===== src/rtl/lu_pkg.sv =====
// Shared types for the logic-unit issue stage: ctl width and the queued command bundle.
package lu_pkg;
  localparam int LU_CTL_W = 3;
  localparam int LU_WIDTH = 32;

  typedef struct packed {
    logic [LU_CTL_W-1:0] ctl;
    logic [LU_WIDTH-1:0] a;
    logic [LU_WIDTH-1:0] b;
  } lu_cmd_t;

  localparam int LU_CMD_W = $bits(lu_cmd_t);
endpackage


===== src/rtl/lu_cmd_fifo.sv =====
// Small synchronous FIFO holding packed lu_cmd_t entries; head is read combinationally.
module lu_cmd_fifo
  import lu_pkg::*;
#(
  parameter int DEPTH = 4,
  parameter int WIDTH = LU_CMD_W,
  localparam int AW = $clog2(DEPTH)
) (
  input  logic             clk,
  input  logic             rst_n,
  input  logic             push_i,
  input  logic [WIDTH-1:0] data_i,
  input  logic             pop_i,
  output logic [WIDTH-1:0] head_o,
  output logic [AW:0]      count_o,
  output logic             full_o,
  output logic             empty_o
);
  logic [WIDTH-1:0] mem_q [DEPTH];
  logic [AW-1:0]    wr_ptr_q, wr_ptr_d;
  logic [AW-1:0]    rd_ptr_q, rd_ptr_d;
  logic [AW:0]      count_q, count_d;
  logic             wr_en, rd_en;

  assign full_o  = (count_q == (AW+1)'(DEPTH));
  assign empty_o = (count_q == '0);
  assign wr_en   = push_i & ~full_o;
  assign rd_en   = pop_i & ~empty_o;
  assign head_o  = mem_q[rd_ptr_q];
  assign count_o = count_q;

  // DEPTH is a power of two, so the pointers wrap by natural overflow.
  always_comb begin
    wr_ptr_d = wr_ptr_q;
    rd_ptr_d = rd_ptr_q;
    count_d  = count_q;
    if (wr_en) wr_ptr_d = wr_ptr_q + AW'(1);
    if (rd_en) rd_ptr_d = rd_ptr_q + AW'(1);
    if (wr_en && !rd_en)      count_d = count_q + (AW+1)'(1);
    else if (rd_en && !wr_en) count_d = count_q - (AW+1)'(1);
  end

  always_ff @(posedge clk or negedge rst_n) begin
    if (!rst_n) begin
      wr_ptr_q <= '0;
      rd_ptr_q <= '0;
      count_q  <= '0;
    end else begin
      wr_ptr_q <= wr_ptr_d;
      rd_ptr_q <= rd_ptr_d;
      count_q  <= count_d;
    end
  end

  always_ff @(posedge clk) begin
    if (wr_en) mem_q[wr_ptr_q] <= data_i;
  end
endmodule


===== src/rtl/lu_issue_queue.sv =====
// Issue stage in front of the combinational logic unit: command FIFO, result register, handshake.
// Optional LU_ISSUE_STATS_EN adds issued_cnt / stall_cnt outputs.
module lu_issue_queue
  import lu_pkg::*;
#(
  parameter int WIDTH = LU_WIDTH,
  parameter int DEPTH = 4,
  localparam int CW = $clog2(DEPTH) + 1
) (
  input  logic                clk,
  input  logic                rst_n,
  input  logic                cmd_valid,
  output logic                cmd_ready,
  input  logic [WIDTH-1:0]    cmd_a,
  input  logic [WIDTH-1:0]    cmd_b,
  input  logic [LU_CTL_W-1:0] cmd_ctl,
  output logic [WIDTH-1:0]    lu_a,
  output logic [WIDTH-1:0]    lu_b,
  output logic [LU_CTL_W-1:0] lu_ctl,
  input  logic [WIDTH-1:0]    lu_out,
  output logic                res_valid,
  input  logic                res_ready,
  output logic [WIDTH-1:0]    res_data,
  output logic [LU_CTL_W-1:0] res_ctl,
`ifdef LU_ISSUE_STATS_EN
  output logic [31:0]         issued_cnt,
  output logic [31:0]         stall_cnt,
`endif
  output logic [CW-1:0]       count
);
  lu_cmd_t             cmd_in, head;
  logic [LU_CMD_W-1:0] head_bits;
  logic                full, empty, push, load;

  logic                res_valid_q, res_valid_d;
  logic [WIDTH-1:0]    res_data_q, res_data_d;
  logic [LU_CTL_W-1:0] res_ctl_q, res_ctl_d;

  assign cmd_in = {cmd_ctl, cmd_a, cmd_b};
  assign head   = lu_cmd_t'(head_bits);

  lu_cmd_fifo #(
    .DEPTH (DEPTH),
    .WIDTH (LU_CMD_W)
  ) u_fifo (
    .clk     (clk),
    .rst_n   (rst_n),
    .push_i  (push),
    .data_i  (cmd_in),
    .pop_i   (load),
    .head_o  (head_bits),
    .count_o (count),
    .full_o  (full),
    .empty_o (empty)
  );

  // Acceptance ignores a same-cycle pop so cmd_ready depends on state only.
  assign cmd_ready = rst_n & ~full;
  assign push      = cmd_valid & cmd_ready;
  assign load      = ~empty & (~res_valid_q | res_ready);

  assign lu_a   = empty ? '0 : head.a;
  assign lu_b   = empty ? '0 : head.b;
  assign lu_ctl = empty ? '0 : head.ctl;

  always_comb begin
    res_valid_d = res_valid_q;
    res_data_d  = res_data_q;
    res_ctl_d   = res_ctl_q;
    if (load) begin
      res_valid_d = 1'b1;
      res_data_d  = lu_out;
      res_ctl_d   = head.ctl;
    end else if (res_valid_q && res_ready) begin
      res_valid_d = 1'b0;
    end
  end

  always_ff @(posedge clk or negedge rst_n) begin
    if (!rst_n) begin
      res_valid_q <= 1'b0;
      res_data_q  <= '0;
      res_ctl_q   <= '0;
    end else begin
      res_valid_q <= res_valid_d;
      res_data_q  <= res_data_d;
      res_ctl_q   <= res_ctl_d;
    end
  end

  assign res_valid = res_valid_q;
  assign res_data  = res_data_q;
  assign res_ctl   = res_ctl_q;

`ifdef LU_ISSUE_STATS_EN
  logic [31:0] issued_q, issued_d;
  logic [31:0] stall_q, stall_d;

  // A stall is a result blocked downstream while work waits behind it.
  always_comb begin
    issued_d = issued_q;
    stall_d  = stall_q;
    if (load) issued_d = issued_q + 32'd1;
    if (res_valid_q && !res_ready && !empty) stall_d = stall_q + 32'd1;
  end

  always_ff @(posedge clk or negedge rst_n) begin
    if (!rst_n) begin
      issued_q <= '0;
      stall_q  <= '0;
    end else begin
      issued_q <= issued_d;
      stall_q  <= stall_d;
    end
  end

  assign issued_cnt = issued_q;
  assign stall_cnt  = stall_q;
`endif
endmodule


===== config.mk =====
export PLATFORM = sky130hd
export DESIGN_NAME = lu_issue_queue
export DESIGN_NICKNAME = d
export VERILOG_FILES = /design/src/rtl/lu_pkg.sv /design/src/rtl/lu_cmd_fifo.sv /design/src/rtl/lu_issue_queue.sv
export SDC_FILE = /design/constraint.sdc
export NUM_CORES = 1
export LEC_CHECK = 0
export CORE_AREA = 2 2 166 168
export CTS_BUF_LIST = sky130_fd_sc_hd__clkbuf_16
export CTS_CLUSTER_SIZE = 30
export DETAILED_ROUTE_END_ITERATION = 8
export DIE_AREA = 0 0 168 170
export PLACE_DENSITY = 0.69
export SLEW_MARGIN = 25
export SYNTH_ARGS = -nofsm -noshare
export SYNTH_HDL_FRONTEND = slang
export SYNTH_SLANG_ARGS = --single-unit

===== constraint.sdc =====
create_clock -name clk -period 3.14 [get_ports clk]
set_clock_uncertainty 0.05 [all_clocks]
set_input_delay 0.314 -clock clk [delete_from_list [all_inputs] [get_ports clk]]
set_output_delay 0.314 -clock clk [all_outputs]
set_load 0.03 [all_outputs]

==> impl_metrics.csv, run 1 <==
group,metric,value,unit
synth,ys_top_cells_by_area,"edfxtp_1 68%, mux4_2 13%, dfrtp_1 9.1%",
job,cap_viol_max_count,0,
grt,grt_pass1_vias,6532,
die,core-area,0.0267,mm^2
die,row_count,60,
setup_path,crit_fanout,14,
synth,syn_nets,647,
clock_tree,cts_buffers,31,
routing,drcViolationCount,0,
routing,wl_per_cell,21.1,um
grt,met2_usage,29.9,%
setup_path,required,2.78,ns
timing,clock.fmax,330,MHz
synth,synth_compound_area_share,0.158,%
synth,synthAdderAreaFrac,0.696,%
die,dieArea,0.0286,mm^2
routing,vias_per_cell,5.17,
clock_tree,clkSlewWorstSetupHoldPaths,0.06,ns
status,status,"finished, final reports clean",
routing,antenna_left,0,
synth,avgSynthCellArea,22.1,um^2
die,die_w,168,um
clock_tree,cts_tree,"done",
final_layout,stdcell_count,1141,
synth,synth_top_cell_by_area,"edfxtp_1",
final_layout,layout-drive-gt1-share,22.6,%
grt,use_met1,20.7,%
routing,drt-pass1-iter-count,4,
clock_tree,clock_path_buffers,3,
timing,maxSlewHeadroom,65.3,%
clock_tree,cts_resized,0,
setup_path,critPathTopFamily,"buffers and inverters",
setup_path,path_class,"register to output port",
setup_path,crit_buf_inv,2,
grt,grt_use_total,16.8,%
synth,synth_top_family_by_area,"multiplexers",
setup_path,crit_path_top_delay_cell,"clkdlybuf4s50_1",
place,globalplace.congestion,0.734,
final_layout,nets,884,
synth,muxShareOfSynthArea,16.2,%
clock_tree,root_buffer,"clkbuf_16",
synth,yosys.area_share.simple,4.11,%
synth,ys_ff_latch,311,
grt,busiest_layer,"met2",
grt,antenna_found_initial,2,
routing,vias,5900,
clock_tree,htreeDepth,1,
place,portBuffers,209,
routing,detail_route.iter0.violations,452,
final_layout,final_common_cell,"edfxtp_1",
setup_path,slowest_delay,0.60,ns
synth,synth_cell_types,21,
power,leakage,0.00531,uW
timing,rsz0062_at_grt,"no",
synth,ys_seq_area_share,76.9,%
clock_tree,clkSinkCount,311,
synth,synth_top_area_share,67.8,%
grt,grt_remaining_overflow,0,
grt,grt_pass1_wl,37000,um
synth,yosysWarnings,0,
synth,syn-cell-area,0.0119,mm^2
final_layout,fillers,1958,
clock_tree,insertion_delay,0.56,ns
power,powerDensity,1020,mW/mm^2
setup_path,crit_path_end_kind,"output port",
timing,drv_slew,0,
timing,finalCritPeriodShare,96.4,%
die,die_h,170,um
die,initial_core_util,44.5,%
routing,postRouteWirelength,24000,um
power,ir_drop,0.624,mV
grt,use_met3,3.74,%
synth,synth_cells,538,
place,dpl.cell_count,1077,
grt,grt_start_max_net_pins,68,
die,io-pin-count,210,
timing,worst_pin_slew,0.520,ns
setup_path,start_kind,"register",
timing,finalSetupTns,0,ns
final_layout,area_growth,31.7,%
timing,hold_viol_final,0,
synth,synthXorXnorAreaFrac,0.443,%
worst_hold_path,min_path_type,"input pin to register",
timing,setup_viol,0,
timing,fin_crit,3.03,ns
place,dp_hpwl,14700,um
setup_path,arrival,2.66,ns
final_layout,final_cell_mix,"268 x edfxtp_1, 208 x clkdlybuf4s50_1, 67 x mux4_2, 67 x nor2b_1, 41 x dfrtp_1",
setup_path,crit_chain,"buf_12, mux4_2, nor2b_1, clkdlybuf4s50_1",
-- power by group --
group / leakage [uW] / total, uW / switching (uW) / internal, uW
registers: 0.00293 / 5470 / 317 / 5150
logic: 0.00183 / 6600 / 3510 / 3090
clock network: 0.000549 / 3870 / 1500 / 2370
-- Yosys cell counts --
cell type  count
edfxtp_1     268
nor2b_1       68
mux4_2        67
dfrtp_1       43
mux2_2        37
buf_2         11
clkbuf_1      10
buf_6          6
ha_1           5
inv_1          5
and2_1         4
xnor2_1        4
xor2_1         2
fa_1           1
nand2_1        1
nand2b_1       1
nand3b_1       1
nor2_1         1
nor3_4         1
o311a_1        1
o31a_1         1
-- state kept, by name, indices dropped and copies added, names as in the netlist --
name	flops
u_fifo.mem_q	268
res_data	32
res_ctl	3
u_fifo.count_o	3
u_fifo.rd_ptr_q	2
u_fifo.wr_ptr_q	2
res_valid	1
-- worst paths after layout --
kind,cells past startpoint,start,slack [ns],endpoint
worst max-delay path,4,u_fifo.rd_ptr_q[0],0.11,lu_b[3]
worst min-delay path,2,lu_out[7],0.33,res_data[7]
worst max register to register,9,u_fifo.count_o[0],0.89,u_fifo.count_o[2]
worst min register to register,1,res_data[22],0.46,res_data[22]
max in group asynchronous,3,rst_n,2.28,u_fifo.rd_ptr_q[1]
min in group asynchronous,3,rst_n,0.35,u_fifo.count_o[1]
-- layout make-up --
cell class	count	area (um^2)	area share, %
diodes	2	5.00	0.0320
clock buffers	31	776	4.96
clock inverters	25	309	1.98
inverters	5	18.8	0.120
multi-input cells	195	2580	16.5
flip-flops and latches	311	9130	58.4
well taps	341	427	2.73
repair buffers	231	2380	15.2
-- per-layer routing --
metal | vias to the layer above | wire length (um)
li1 | 2625 | -
met1 | 3037 | 9420
met2 | 199 | 12500
met3 | 39 | 1590
met4 | 0 | 546
met5 | - | 0
-- repair_timing --
action                                 4_1_cts  5_1_grt
setup endpoints to repair                   56        0
endpoints found under the hold margin       43        0
setup buffers                                5        0
hold buffers                                 1        0
-- kinds of logic (layout without fill, tap and decap cells) --
group | count (synthesis) | in the layout
flip-flops | 311 | 311
multiplexers | 104 | 104
AND/OR/NAND/NOR | 77 | 77
buffers and inverters | 32 | 292
adder cells (fa/ha/maj) | 6 | 6
XOR/XNOR | 6 | 6
AO/OA/AOI/OAI | 2 | 2
other | 0 | 2
-- metrics by stage --
| stage | hold WS (ns) | area (um^2) | utilization, % | setup slack, ns | power, uW |
|---|---|---|---|---|---|
| after CTS | 0.302 | 15600 | 58.6 | 0.0639 | 16200 |
| after global routing | 0.309 | 15600 | 58.6 | 0.0217 | 16600 |
| after floorplan | -0.0316 | 11900 | - | 0.0669 | 9530 |
| final | 0.328 | 15600 | 58.6 | 0.111 | 15900 |
| after detailed placement | 0.396 | 14500 | 54.4 | 0.513 | 12200 |
| after global placement | 0.386 | 14500 | 54.4 | 0.531 | 12100 |
(Power assumes the default switching activity.)
==> run 2, diff against run 1 <==
==> constraint.sdc (replaced) <==
create_clock -name clk -period 3.78 [get_ports clk]
set_clock_uncertainty 0.05 [all_clocks]
set_input_delay 0.378 -clock clk [delete_from_list [all_inputs] [get_ports clk]]
set_output_delay 0.378 -clock clk [all_outputs]
set_load 0.03 [all_outputs]
==> run 2 against run 1 <==
Against the previous run:
- critical path depth is the same
- global-route usage shrank 0.20 points
- die area is the same
- wire length shrank 1.5%
- first-iteration DRC count shrank 34%
- design area shrank 1.9%
- utilization shrank 1.1 points
- clock power shrank 29%
- via count shrank 0.95%
- sequential share of layout area grew 1.1 points
- worst setup slack gained 0.41 ns
- critical endpoint is now lu_b[8]
- highest routed layer unchanged
==> impl_metrics.csv, run 2 (synthesized netlist as in run 1, its figures left out) <==
group,metric,value,unit
final_layout,nets,873,
timing,rsz0062_at_grt,"no",
grt,grt_pass1_wl,36300,um
power,leakage,0.00519,uW
place,portBuffers,209,
setup_path,path_class,"register to output port",
clock_tree,htreeDepth,1,
final_layout,final_common_cell,"edfxtp_1",
die,io-pin-count,210,
worst_hold_path,hold_path_depth,2,
timing,worst_pin_slew,0.699,ns
timing,finalSetupTns,0,ns
clock_tree,cts_buffers,31,
power,total_power,12600,uW
clock_tree,clock_path_buffers,3,
routing,wl_per_cell,20.9,um
place,place_area,0.0144,mm^2
grt,grt_start_max_net_pins,70,
grt,grt_use_total,16.6,%
timing,drv_slew,0,
setup_path,startpoint,"u_fifo.rd_ptr_q[0]",
clock_tree,cts_tree,"done",
timing,hold_viol_final,0,
timing,setup_viol,0,
final_layout,post-route-util,57.5,%
final_layout,largest_reg_flops,268,
place,dp_hpwl,14500,um
timing,clock.fmax,307,MHz
final_layout,layout-drive-gt1-share,20.6,%
die,row_count,60,
die,core-area,0.0267,mm^2
timing,finalCritPeriodShare,86.3,%
die,die_h,170,um
die,die_w,168,um
clock_tree,cts_resized,0,
routing,vias_per_cell,5.17,
grt,grt_remaining_overflow,0,
grt,grt_pass1_vias,6465,
worst_hold_path,min_path_type,"input pin to register",
power,powerDensity,822,mW/mm^2
power,ir_drop,0.430,mV
clock_tree,clkSlewWorstSetupHoldPaths,0.06,ns
timing,fin_crit,3.26,ns
grt,antenna_found_initial,2,
routing,drcViolationCount,0,
routing,vias,5844,
clock_tree,post_cts_buffers,0,
die,dieArea,0.0286,mm^2
timing,maxSlewHeadroom,53.4,%
clock_tree,insertion_delay,0.54,ns
setup_path,start_kind,"register",
die,initial_core_util,44.5,%
setup_path,crit_path_end_kind,"output port",
setup_path,rr_startpoint,"u_fifo.count_o[0]",
place,pre_cts_ws,1.03,ns
setup_path,crit_fanout,69,
final_layout,final_cell_mix,"268 x edfxtp_1, 208 x clkdlybuf4s50_1, 67 x mux4_2, 67 x nor2b_1, 41 x dfrtp_1",
job,cap_viol_max_count,0,
routing,detail_route.iter0.violations,299,
clock_tree,clkSinkCount,311,
routing,postRouteWirelength,23700,um
final_layout,top_register,"u_fifo.mem_q",
setup_path,arrival,2.83,ns
clock_tree,root_buffer,"clkbuf_16",
final_layout,area_growth,29.2,%
timing,fin_ws,0.518,ns
clock_tree,hold_buffers,1,
final_layout,final_area,0.0153,mm^2
setup_path,required,3.35,ns
routing,antenna_left,0,
setup_path,r2r_cells,10,
status,status,"finished, final reports clean",
worst_hold_path,min_from,"lu_out[2]",
routing,drt-pass1-iter-count,4,
place,globalplace.congestion,0.752,
-- run 2: final cells by class --
| class | count | area [um^2] |
|---|---|---|
| fill | 1977 | 11300 |
| sequential | 311 | 9130 |
| multi-input combinational | 195 | 2580 |
| timing repair buffer | 220 | 2250 |
| clock buffer | 33 | 826 |
| tap | 341 | 427 |
| clock inverter | 24 | 101 |
| inverter | 5 | 18.8 |
| antenna | 1 | 2.50 |
-- run 2: layer usage --
metal	global-route usage [%]	up-vias	part of all wire, %
li1	-	2600	-
met1	20.8	3024	40
met2	29.3	187	51
met3	3.77	33	6.8
met4	4.39	0	1.9
met5	0	-	0
-- run 2: report_power, final --
group,total (uW),internal (uW),switching [uW]
clock,2740,1560,1190
combinational,5310,2440,2870
sequential,4550,4280,268
total,12600,8270,4330
-- run 2: path summary, 6_finish.rpt --
| path | endpoint | slack (ns) |
|---|---|---|
| setup reg to reg | u_fifo.count_o[2] | 1.47 |
| hold reg to reg | res_data[6] | 0.45 |
| min in group asynchronous | res_data[9] | 0.43 |
| setup / recovery | lu_b[8] | 0.52 |
| max in group asynchronous | u_fifo.rd_ptr_q[1] | 2.84 |
| hold / removal | res_data[2] | 0.40 |
-- run 2: critical path, stage by stage (launching register included) --
cell and delay (ns):
dfrtp_4 0.41, buf_12 0.45, mux4_2 0.59, nor2b_1 0.16, clkdlybuf4s50_1 0.62
-- run 2: per-stage QoR --
step	hold WS, ns	instances
finish	0.396	1130
global route	0.366	1129
CTS	0.367	1129
detailed placement	0.446	1071
global placement	0.438	1071
floorplan	0.0324	538
